--- config.mk ---
export PLATFORM = sky130hd
export DESIGN_NAME = exec_logic_pipe
export DESIGN_NICKNAME = d
export VERILOG_FILES = /design/src/rtl/exec_logic_pipe.sv
export SDC_FILE = /design/constraint.sdc
export NUM_CORES = 1
export LEC_CHECK = 0
export CAP_MARGIN = 20
export CORE_MARGIN = 5
export CORE_UTILIZATION = 29
export DETAILED_ROUTE_END_ITERATION = 10
export SETUP_SLACK_MARGIN = 0.1
export SYNTH_ARGS = -nofsm -noshare
export SYNTH_HDL_FRONTEND = slang
export SYNTH_SLANG_ARGS = --single-unit
--- constraint.sdc ---
create_clock -name clk_i -period 3.7 [get_ports clk_i]
set_clock_uncertainty 0.15 [all_clocks]
set_input_delay 0.74 -clock clk_i [delete_from_list [all_inputs] [get_ports clk_i]]
set_output_delay 0.74 -clock clk_i [all_outputs]
set_load 0.005 [all_outputs]
--- src/rtl/exec_logic_pipe.sv ---
// Two-stage bitwise logic execute unit with valid/ready flow control.
// Define EXEC_LOGIC_POPCNT_EN to turn op 111 into popcount(opr0).
module exec_logic_pipe #(
    parameter int W_OPR = 32,
    parameter int W_TAG = 4
) (
    input  logic             clk_i,
    input  logic             rst_n_i,
    input  logic             in_valid_i,
    output logic             in_ready_o,
    input  logic [2:0]       op_i,
    input  logic [W_OPR-1:0] opr0_i,
    input  logic [W_OPR-1:0] opr1_i,
    input  logic [W_TAG-1:0] tag_i,
    output logic             out_valid_o,
    input  logic             out_ready_i,
    output logic [W_OPR-1:0] result_o,
    output logic [W_TAG-1:0] tag_o,
    output logic             zero_o,
    output logic             parity_o
);

    typedef struct packed {
        logic [2:0]       op;
        logic [W_OPR-1:0] a;
        logic [W_OPR-1:0] b;
        logic [W_TAG-1:0] tag;
    } s1_t;

    s1_t              s1_q;
    logic             s1_valid;
    logic             s2_valid;
    logic [W_OPR-1:0] s2_res;
    logic [W_TAG-1:0] s2_tag;
    logic             s2_zero;
    logic             s2_par;

    logic             s2_free;
    logic             s1_fire;
    logic             in_fire;
    logic [W_OPR-1:0] res;

    assign s2_free    = !s2_valid | out_ready_i;
    assign in_ready_o = !s1_valid | s2_free;
    assign s1_fire    = s1_valid & s2_free;
    assign in_fire    = in_valid_i & in_ready_o;

`ifdef EXEC_LOGIC_POPCNT_EN
    logic [W_OPR-1:0] pop;

    always_comb begin
        pop = '0;
        for (int i = 0; i < W_OPR; i++) begin
            pop = pop + W_OPR'(s1_q.a[i]);
        end
    end
`endif

    always_comb begin
        res = '0;
        unique case (s1_q.op)
            3'b000: res = s1_q.a & s1_q.b;
            3'b001: res = s1_q.a | s1_q.b;
            3'b010: res = ~s1_q.a;
            3'b011: res = s1_q.a ^ s1_q.b;
            3'b100: res = ~(s1_q.a & s1_q.b);
            3'b101: res = ~(s1_q.a | s1_q.b);
            3'b110: res = ~(s1_q.a ^ s1_q.b);
            3'b111: begin
`ifdef EXEC_LOGIC_POPCNT_EN
                res = pop;
`else
                res = s1_q.a & ~s1_q.b;
`endif
            end
        endcase
    end

    // S1 holds its request until S2 has room for it
    always_ff @(posedge clk_i or negedge rst_n_i) begin
        if (!rst_n_i) begin
            s1_valid <= 1'b0;
            s1_q     <= '0;
        end else begin
            if (in_fire) begin
                s1_valid <= 1'b1;
                s1_q     <= '{op: op_i, a: opr0_i, b: opr1_i, tag: tag_i};
            end else if (s1_fire) begin
                s1_valid <= 1'b0;
            end
        end
    end

    always_ff @(posedge clk_i or negedge rst_n_i) begin
        if (!rst_n_i) begin
            s2_valid <= 1'b0;
            s2_res   <= '0;
            s2_tag   <= '0;
            s2_zero  <= 1'b0;
            s2_par   <= 1'b0;
        end else begin
            s2_valid <= s1_fire | (s2_valid & ~out_ready_i);
            if (s1_fire) begin
                s2_res  <= res;
                s2_tag  <= s1_q.tag;
                s2_zero <= (res == '0);
                s2_par  <= ^res;
            end
        end
    end

    assign out_valid_o = s2_valid;
    assign result_o    = s2_res;
    assign tag_o       = s2_tag;
    assign zero_o      = s2_zero;
    assign parity_o    = s2_par;

endmodule

== Word level (Yosys, flattened, before mapping) ==
Cells that the tools add are included.

* Memory bits (writable): 0
* Input port bits: 75
* Memories kept: 0
* Output and inout bits: 40
* Memory bits (read-only): 0
* Bits in registers: 111
* Latch bits: 0

* Bitwise gates (word level): 16
* Add/subtract/negate cells: 0
* Div/mod/pow operators: 0
* Reduce and logical (&&, ||, !) cells: 6
* Multipliers: 0
* Equality and inequality tests: 7
* Magnitude comparators: 0
* Shift operators: 0
* Multiplexer cells: 3

{| class="wikitable"
|+ Operators by type and width
! kind !! number
|-
| $pmux W32 S8 || 1
|-
| $not A32 Y32 || 5
|-
| $and A32 B32 Y32 || 2
|-
| $logic_not A32 Y1 || 1
|-
| $or A32 B32 Y32 || 1
|-
| $reduce_xor A32 Y1 || 1
|-
| $xor A32 B32 Y32 || 1
|-
| $eq A3 B3 Y1 const B || 4
|-
| $eq A3 B2 Y1 const B || 2
|-
| $and A1 B1 Y1 || 3
|-
| $eq A3 B1 Y1 const B || 1
|-
| $logic_not A3 Y1 || 1
|-
| $or A1 B1 Y1 || 3
|-
| $logic_not A1 Y1 || 2
|-
| $mux W1 || 2
|-
| $reduce_bool A2 Y1 || 1
|-
| $not A1 Y1 || 1
|}

== Depth between registers and ports, before layout ==
Gate-level depths: netlist (run 1).

* Depth after elaboration: 5
* Gate-level depth with buffers: 14

== Worst setup path after synthesis (run 1) ==
OpenSTA, ideal clock, no wires.

* Path kind: register to register
* From: reg s1_q[68] in the netlist's numbering
* To: reg s2_par (netlist: parity_o)
* Library setup time: 0.140 ns
* Arrival time: 2.453 ns
* Buffers on the path: 2
* Required time: 3.410 ns
* Path slack: 0.958 ns
* Stages on the path, launching flop included: 14
* Cells stage by stage: dfrtp_1 buf_2 or2_2 clkbuf_1 a21oi_1 a21oi_1 o31a_1 or2_2 ha_1 xnor2_1 xnor2_1 xnor2_1 xnor2_1 o21ai_0

* Cells in the longest elaborated chain, start to end: 3
* Elaborated cells on any way between the ends: 10
* Classes of those cells: eq/ne: 7; mux: 1; reduce/logical: 2

{| class="wikitable"
|+ Ends and longest elaborated chain
! element !! RTL line !! text
|-
| start: declaration || 30 || <nowiki>s1_t s1_q;</nowiki>
|-
| start signal: assignment || 87 || <nowiki>s1_q <= '{op: op_i, a: opr0_i, b: opr1_i, tag: tag_i};</nowiki>
|-
| $eq A3 B3 Y1, or another cell as far along || 61 || <nowiki>unique case (s1_q.op)</nowiki>
|-
| $pmux W32 S8 * || 61 ||
|-
| $reduce_xor A32 Y1 * || 107 || <nowiki>s2_par <= ^res;</nowiki>
|-
| end signal: assignment || 107 ||
|-
| end: declaration || 36 || <nowiki>logic s2_par;</nowiki>
|}

Mark *: on every way between the ends. The rest lies on a longest branch, timed or not.
A chain may end at the register's enable or synchronous reset.

== Worst setup path in the final report (run 1) ==
Ends and elaborated chain as after synthesis.

==> reports/results.ini, run 1 <==
[die]
initial_core_util = 0.291
io_pins = 115
die_h_um = 177
die_area_um2 = 31200
fp.dieW_um = 177
rows = 61
core-area_um2 = 27600

[timing]
max_freq_ghz = 0.305
min_period_ns = 3.28
hold_viol = 0
relSlewSlack = 0.455
worst_pin_slew_ns = 0.814
slew_violations = 0
tns_ns = 0
setup_slack_ns = 0.418
grt_setup_unrepaired = no
period_share = 0.887
setup_viol = 0

[logic_synthesis]
synth_seq_area_share = 0.345
netlist_top_cells_count = ha_1 (112), dfrtp_1 (111), mux2_2 (84)
yosysTopAreaCell = dfrtp_1
synth_area_leaders = dfrtp_1 (35%), ha_1 (17%), mux2_2 (12%), mux2i_1 (4.9%), xnor2_1 (4.1%)
synthCells = 811
syn_area_um2 = 8050
async_flop_share = 1.00
synth_edf_count = 0
synth_nets = 998
avgSynthCellArea_um2 = 9.92
yosysMostFrequentCell = ha_1
synth-main-ff-cell = dfrtp_1
synthDominantCellAreaShare = 0.345
ys_seq_elements = 111
yosys_warnings = 0
synth.distinct_cells = 40

[detailed_routing]
drtPass1Iterations = 5
drtIter0Drc = 367
wl_mm = 18.8
ant_nets = 0
num_vias = 5814
routedWlPerCell_um = 14.7
drc = 0
post_drt_via_cell_ratio = 4.54

[clock_tree]
cts_root_buffer = clkbuf_16
cts.path.max_buffers = 2
cts.sinks = 111
ctsHoldBuffers = 0
cts_htree_levels = 3
cts_tree = yes
cts_resized = 0
worstSkewPairLatency_ns = 0.36
cts_setup_buffers = 0
clkSlewWorstSetupHoldPaths_ns = 0.08
cts_made_buffers = 9

[pwr]
switchingPower_uw = 1990
pwr-share-comb = 0.500
power.share.clock = 0.178
ir_drop_mv = 0.409
switching_share = 0.370
p_int_uw = 3370
p_leak_uw = 0.00442
p_seq_frac = 0.322
power_uw = 5360
powerDensity_nw_per_um2 = 545

[setup_path]
worstPathCellList = buf_4 -> a21oi_1 -> a2111oi_0 -> a21oi_1 -> ha_1 -> xor2_1 -> xnor2_1 -> xnor2_1 -> xnor2_1 -> o21ai_0
crit_type = reg2reg
worstPathMaxFanout = 56
crit_top_cell = xnor2_1
max_stage_delay_ns = 0.84
critPathArrivalTime_ns = 3.35
critical-path-slowest-cell = dfrtp_4
cp-end-kind = register
worst_ep_required_time_ns = 3.76
cp-start-kind = register

[finish]
area_growth_pct = 22.2
layout.cells.non_filler = 1282
diodes = 0
multi_input_area_um2 = 4690
fill_cells = 2844
fin_nets = 1086
register_area_um2 = 2790
drive_gt1_frac = 0.147

[placed_design]
gp_congestion = 0.825
hpwlAfterDp_mm = 14.6
place.port_buffers = 114
pre_cts_slack_ns = 0.467
dp_cells = 1266

[grt]
grt_max_degree = 57
grt_overflow = 0
track_usage = 0.123
grt_pass1_wl_mm = 30.6
grt_pass1_vias = 5914
grt_antenna_before_repair = 0

[run]
drv_cap = 0

[outcome]
status = finished, final reports clean

[hold_path]
holdCritPathClass = in2async

through the flow:
step           area (um2)  hold slack [ns]   util
4_1_cts              9830            0.236  0.356
3_3_place_gp         9550            0.312  0.346
6_report             9830            0.221  0.356
5_1_grt              9830            0.282  0.356
3_5_place_dp         9550            0.323  0.346
2_1_floorplan        8050            0.294      -
cell usage in the layout (no fill, tap or decap), types with 2 or more instances in the layout:
master	n
a21oi_1	56
nand3_1	2
nor2_1	34
inv_6	2
a211o_1	3
nand2_1	57
a2111oi_0	10
o32ai_1	2
dfrtp_1	109
nand2b_1	3
xor2_1	6
mux4_2	4
buf_12	4
or2_2	7
clkbuf_16	9
clkinvlp_4	2
dfrtp_4	2
a211oi_1	2
o21ai_1	10
nor3b_1	2
nand4_1	5
mux2i_1	39
inv_1	81
xnor2_1	38
nor3_1	17
ha_1	112
clkdlybuf4s50_1	113
o211ai_1	3
a31oi_1	2
o21ai_0	41
nor2b_1	7
o31ai_1	6
mux2_2	84
buf_4	10
o31a_1	7
layout make-up:
type / count / area share
timing repair buffer: 127 / 0.131
tap: 378 / 0.0481
multi-input combinational: 567 / 0.477
inverter: 83 / 0.0318
clock buffer: 10 / 0.0233
clock inverter: 6 / 0.00535
sequential: 111 / 0.283
routing by layer:
metal | part of all wire | track usage | wire (um) | vias to the layer above
li1 | - | - | - | 2924
met1 | 0.49 | 0.171 | 9220 | 2749
met2 | 0.44 | 0.191 | 8280 | 119
met3 | 0.049 | 0.0236 | 917 | 22
met4 | 0.021 | 0.0455 | 391 | 0
met5 | 0 | 0 | 0 | -
registers in the layout (all words and copies together), names as in the netlist:
register	count
out_valid_o	1
parity_o	1
result_o	32
s1_q	71
s1_valid	1
tag_o	4
zero_o	1
worst max-delay path: cells and delay by family (launching register included):
kind | cells | cell delay (ns)
AOI/OAI and AO/OA | 4 | 0.81
adders and majority gates | 1 | 0.34
xor gates and xnor gates | 4 | 0.65
buffers and inverters | 1 | 0.30
DFF | 1 | 0.84
kinds of logic (layout without fill, tap and decap cells):
| kind of cell | after synthesis | after routing | synth area share |
|---|---|---|---|
| AO/OA/AOI/OAI | 143 | 143 | 0.104 |
| XOR/XNOR | 44 | 44 | 0.0479 |
| adder cells (fa/ha/maj) | 112 | 112 | 0.174 |
| buffers and inverters | 133 | 226 | 0.0731 |
| flip-flops | 111 | 111 | 0.345 |
| multiplexers | 127 | 127 | 0.177 |
| AND/OR/NAND/NOR | 141 | 141 | 0.0787 |
worst paths after layout:
kind                              start  slack, ns  cells past startpoint           end
max                            s1_q[68]       0.42                     10      parity_o
min reg2reg                result_o[12]       0.33                      2  result_o[12]
min                             rst_n_i       0.22                      1  result_o[10]
min in group clk_i         result_o[12]       0.33                      2  result_o[12]
max in group asynchronous       rst_n_i       2.46                      2       s1_q[8]
max reg2reg                    s1_q[68]       0.42                     10      parity_o
power by group through the flow:
stage | sequential [uW] | clock [uW] | combinational, uW
floorplan | 1670 | 0 | 1880
global placement | 1740 | 0 | 2670
detailed placement | 1760 | 0 | 2700
CTS | 1730 | 994 | 2710
global route | 1770 | 1030 | 2990
finish | 1730 | 952 | 2680
(Power assumes the default switching activity.)
==> run 2: changes to the inputs <==
--- a/config.mk
+++ b/config.mk
@@ -9,6 +9,7 @@
 export CORE_MARGIN = 5
 export CORE_UTILIZATION = 29
 export DETAILED_ROUTE_END_ITERATION = 10
+export HOLD_SLACK_MARGIN = 0.02
 export SETUP_SLACK_MARGIN = 0.1
 export SYNTH_ARGS = -nofsm -noshare
 export SYNTH_HDL_FRONTEND = slang
==> results of run 2 <==
Final layout, timing and power as in run 1 (identical DEF).
==> run 3: changes to the inputs <==
--- a/config.mk
+++ b/config.mk
@@ -6,7 +6,7 @@
 export NUM_CORES = 1
 export LEC_CHECK = 0
 export CAP_MARGIN = 20
-export CORE_MARGIN = 5
+export CORE_MARGIN = 2
 export CORE_UTILIZATION = 29
 export DETAILED_ROUTE_END_ITERATION = 10
 export HOLD_SLACK_MARGIN = 0.02
==> reports/results.ini, run 3 (synthesis gave the netlist of run 1 again) <==
[outcome]
status = finished, final reports clean

[grt]
grt_overflow = 0
track_usage = 0.136
grt_max_degree = 68
grt_antenna_before_repair = 0
grt_pass1_vias = 5723
grt_pass1_wl_mm = 30.8

[placed_design]
place.port_buffers = 114
hpwlAfterDp_mm = 14.5
dp_cells = 1262
gp_congestion = 0.802

[clock_tree]
cts_root_buffer = clkbuf_16
cts.path.max_buffers = 2
cts_made_buffers = 9
cts_resized = 0
cts.sinks = 111
clkSlewWorstSetupHoldPaths_ns = 0.08
ctsHoldBuffers = 0
cts_tree = yes
worstSkewPairLatency_ns = 0.37
cts_htree_levels = 3

[pwr]
ir_drop_mv = 0.440
p_leak_uw = 0.00446
p_int_uw = 3480
p_seq_frac = 0.316
powerDensity_nw_per_um2 = 553
switchingPower_uw = 1980
pwr-share-comb = 0.493
power.share.clock = 0.191
switching_share = 0.362

[die]
die_h_um = 171
initial_core_util = 0.297
die_area_um2 = 29100
rows = 60
io_pins = 115
core-area_um2 = 27100
fp.dieW_um = 171

[timing]
relSlewSlack = 0.465
tns_ns = 0
max_freq_ghz = 0.311
period_share = 0.868
slew_violations = 0
worst_pin_slew_ns = 0.802
min_period_ns = 3.21
hold_ws_ns = 0.291
setup_viol = 0
hold_viol = 0
grt_setup_unrepaired = no

[setup_path]
crit_top_cell = xnor2_1
worstPathMaxFanout = 25
crit_buf_inv = 1
critical-path-slowest-cell = dfrtp_4
cp-start-kind = register
r2r_slack_ns = 0.49
max_stage_delay_ns = 0.60
worst_ep_required_time_ns = 3.80
cp_top_family = simple AND/OR/NAND/NOR gates
critPathArrivalTime_ns = 3.31
cp-end-kind = register
worstPathCellList = clkinv_2 -> nand2_1 -> nor3_1 -> or2_2 -> ha_1 -> xnor2_1 -> xnor2_1 -> xnor2_1 -> xnor2_1 -> o21ai_0
crit_type = reg2reg

[detailed_routing]
wl_mm = 19.3
routedWlPerCell_um = 15.1
post_drt_via_cell_ratio = 4.56
ant_nets = 0
drc = 0
drtPass1Iterations = 4
num_vias = 5830
drtIter0Drc = 292

[finish]
layout.cells.non_filler = 1279
layout_commonest_cell = clkdlybuf4s50_1
diodes = 0
fin_nets = 1089
area_growth_pct = 22.7
drive_gt1_frac = 0.149
final_cell_mix = clkdlybuf4s50_1 (113), ha_1 (112), dfrtp_1 (109), mux2_2 (84), inv_1 (81)
largest_reg_flops = 71
largest-register = s1_q
utilization = 0.364

[hold_path]
holdCritPathClass = in2async

[run]
drv_cap = 0

==> run 3: changes by cell type in the layout (fill, tap and decap cells not counted), sizes merged <==
cell      previous run  this run
clkinvlp             2         0
bufinv               0         1
inv                 85        84
clkinv               2         1
buf                 14        17
clkbuf              10        13
==> run 3: power by group through the flow <==
stage | clock [uW] | combinational, uW | sequential [uW]
6_report | 1040 | 2690 | 1730
5_1_grt | 1110 | 3000 | 1770
4_1_cts | 1070 | 2700 | 1740
3_5_place_dp | 0 | 2690 | 1770
3_3_place_gp | 0 | 2670 | 1750
2_1_floorplan | 0 | 1880 | 1670
==> run 3: area by class of cell <==
class                           count  area (um2)
Fill cell                        2760       17200
Multi-Input combinational cell    567        4690
Sequential cell                   111        2790
Timing Repair Buffer              130        1310
Tap cell                          372         465
Inverter                           83         313
Clock buffer                       13         260
Clock inverter                      3        47.5
==> run 3: through the flow <==
stage | setup WS, ns | total power [uW] | cell area [um2]
3_3_place_gp | 0.470 | 4420 | 9540
5_1_grt | 0.259 | 5880 | 9870
3_5_place_dp | 0.436 | 4450 | 9540
4_1_cts | 0.413 | 5510 | 9850
6_report | 0.489 | 5460 | 9870
2_1_floorplan | 0.958 | 3550 | 8050
==> run 3: path summary, 6_finish.rpt <==
| kind | startpoint | endpoint | cells past startpoint |
|---|---|---|---|
| min in group clk_i | result_o[12] | result_o[12] | 2 |
| hold reg to reg | result_o[12] | result_o[12] | 2 |
| hold / removal | rst_n_i | s1_q[14] | 1 |
| setup / recovery | s1_q[70] | parity_o | 10 |
| max in group asynchronous | rst_n_i | s1_q[5] | 2 |
| setup reg to reg | s1_q[70] | parity_o | 10 |
==> run 3: timing repair <==
action,in CTS,in global routing
buffers inserted,0,1
hold endpoints to repair,0,0
endpoints found under the setup margin,0,1
==> run 3: metal layers <==
metal  GRT usage  share of wire  wire, um
met4      0.0301         0.0076       146
met5           0              0         0
met1       0.196           0.49      9450
met2       0.211           0.45      8680
met3      0.0268          0.054      1040
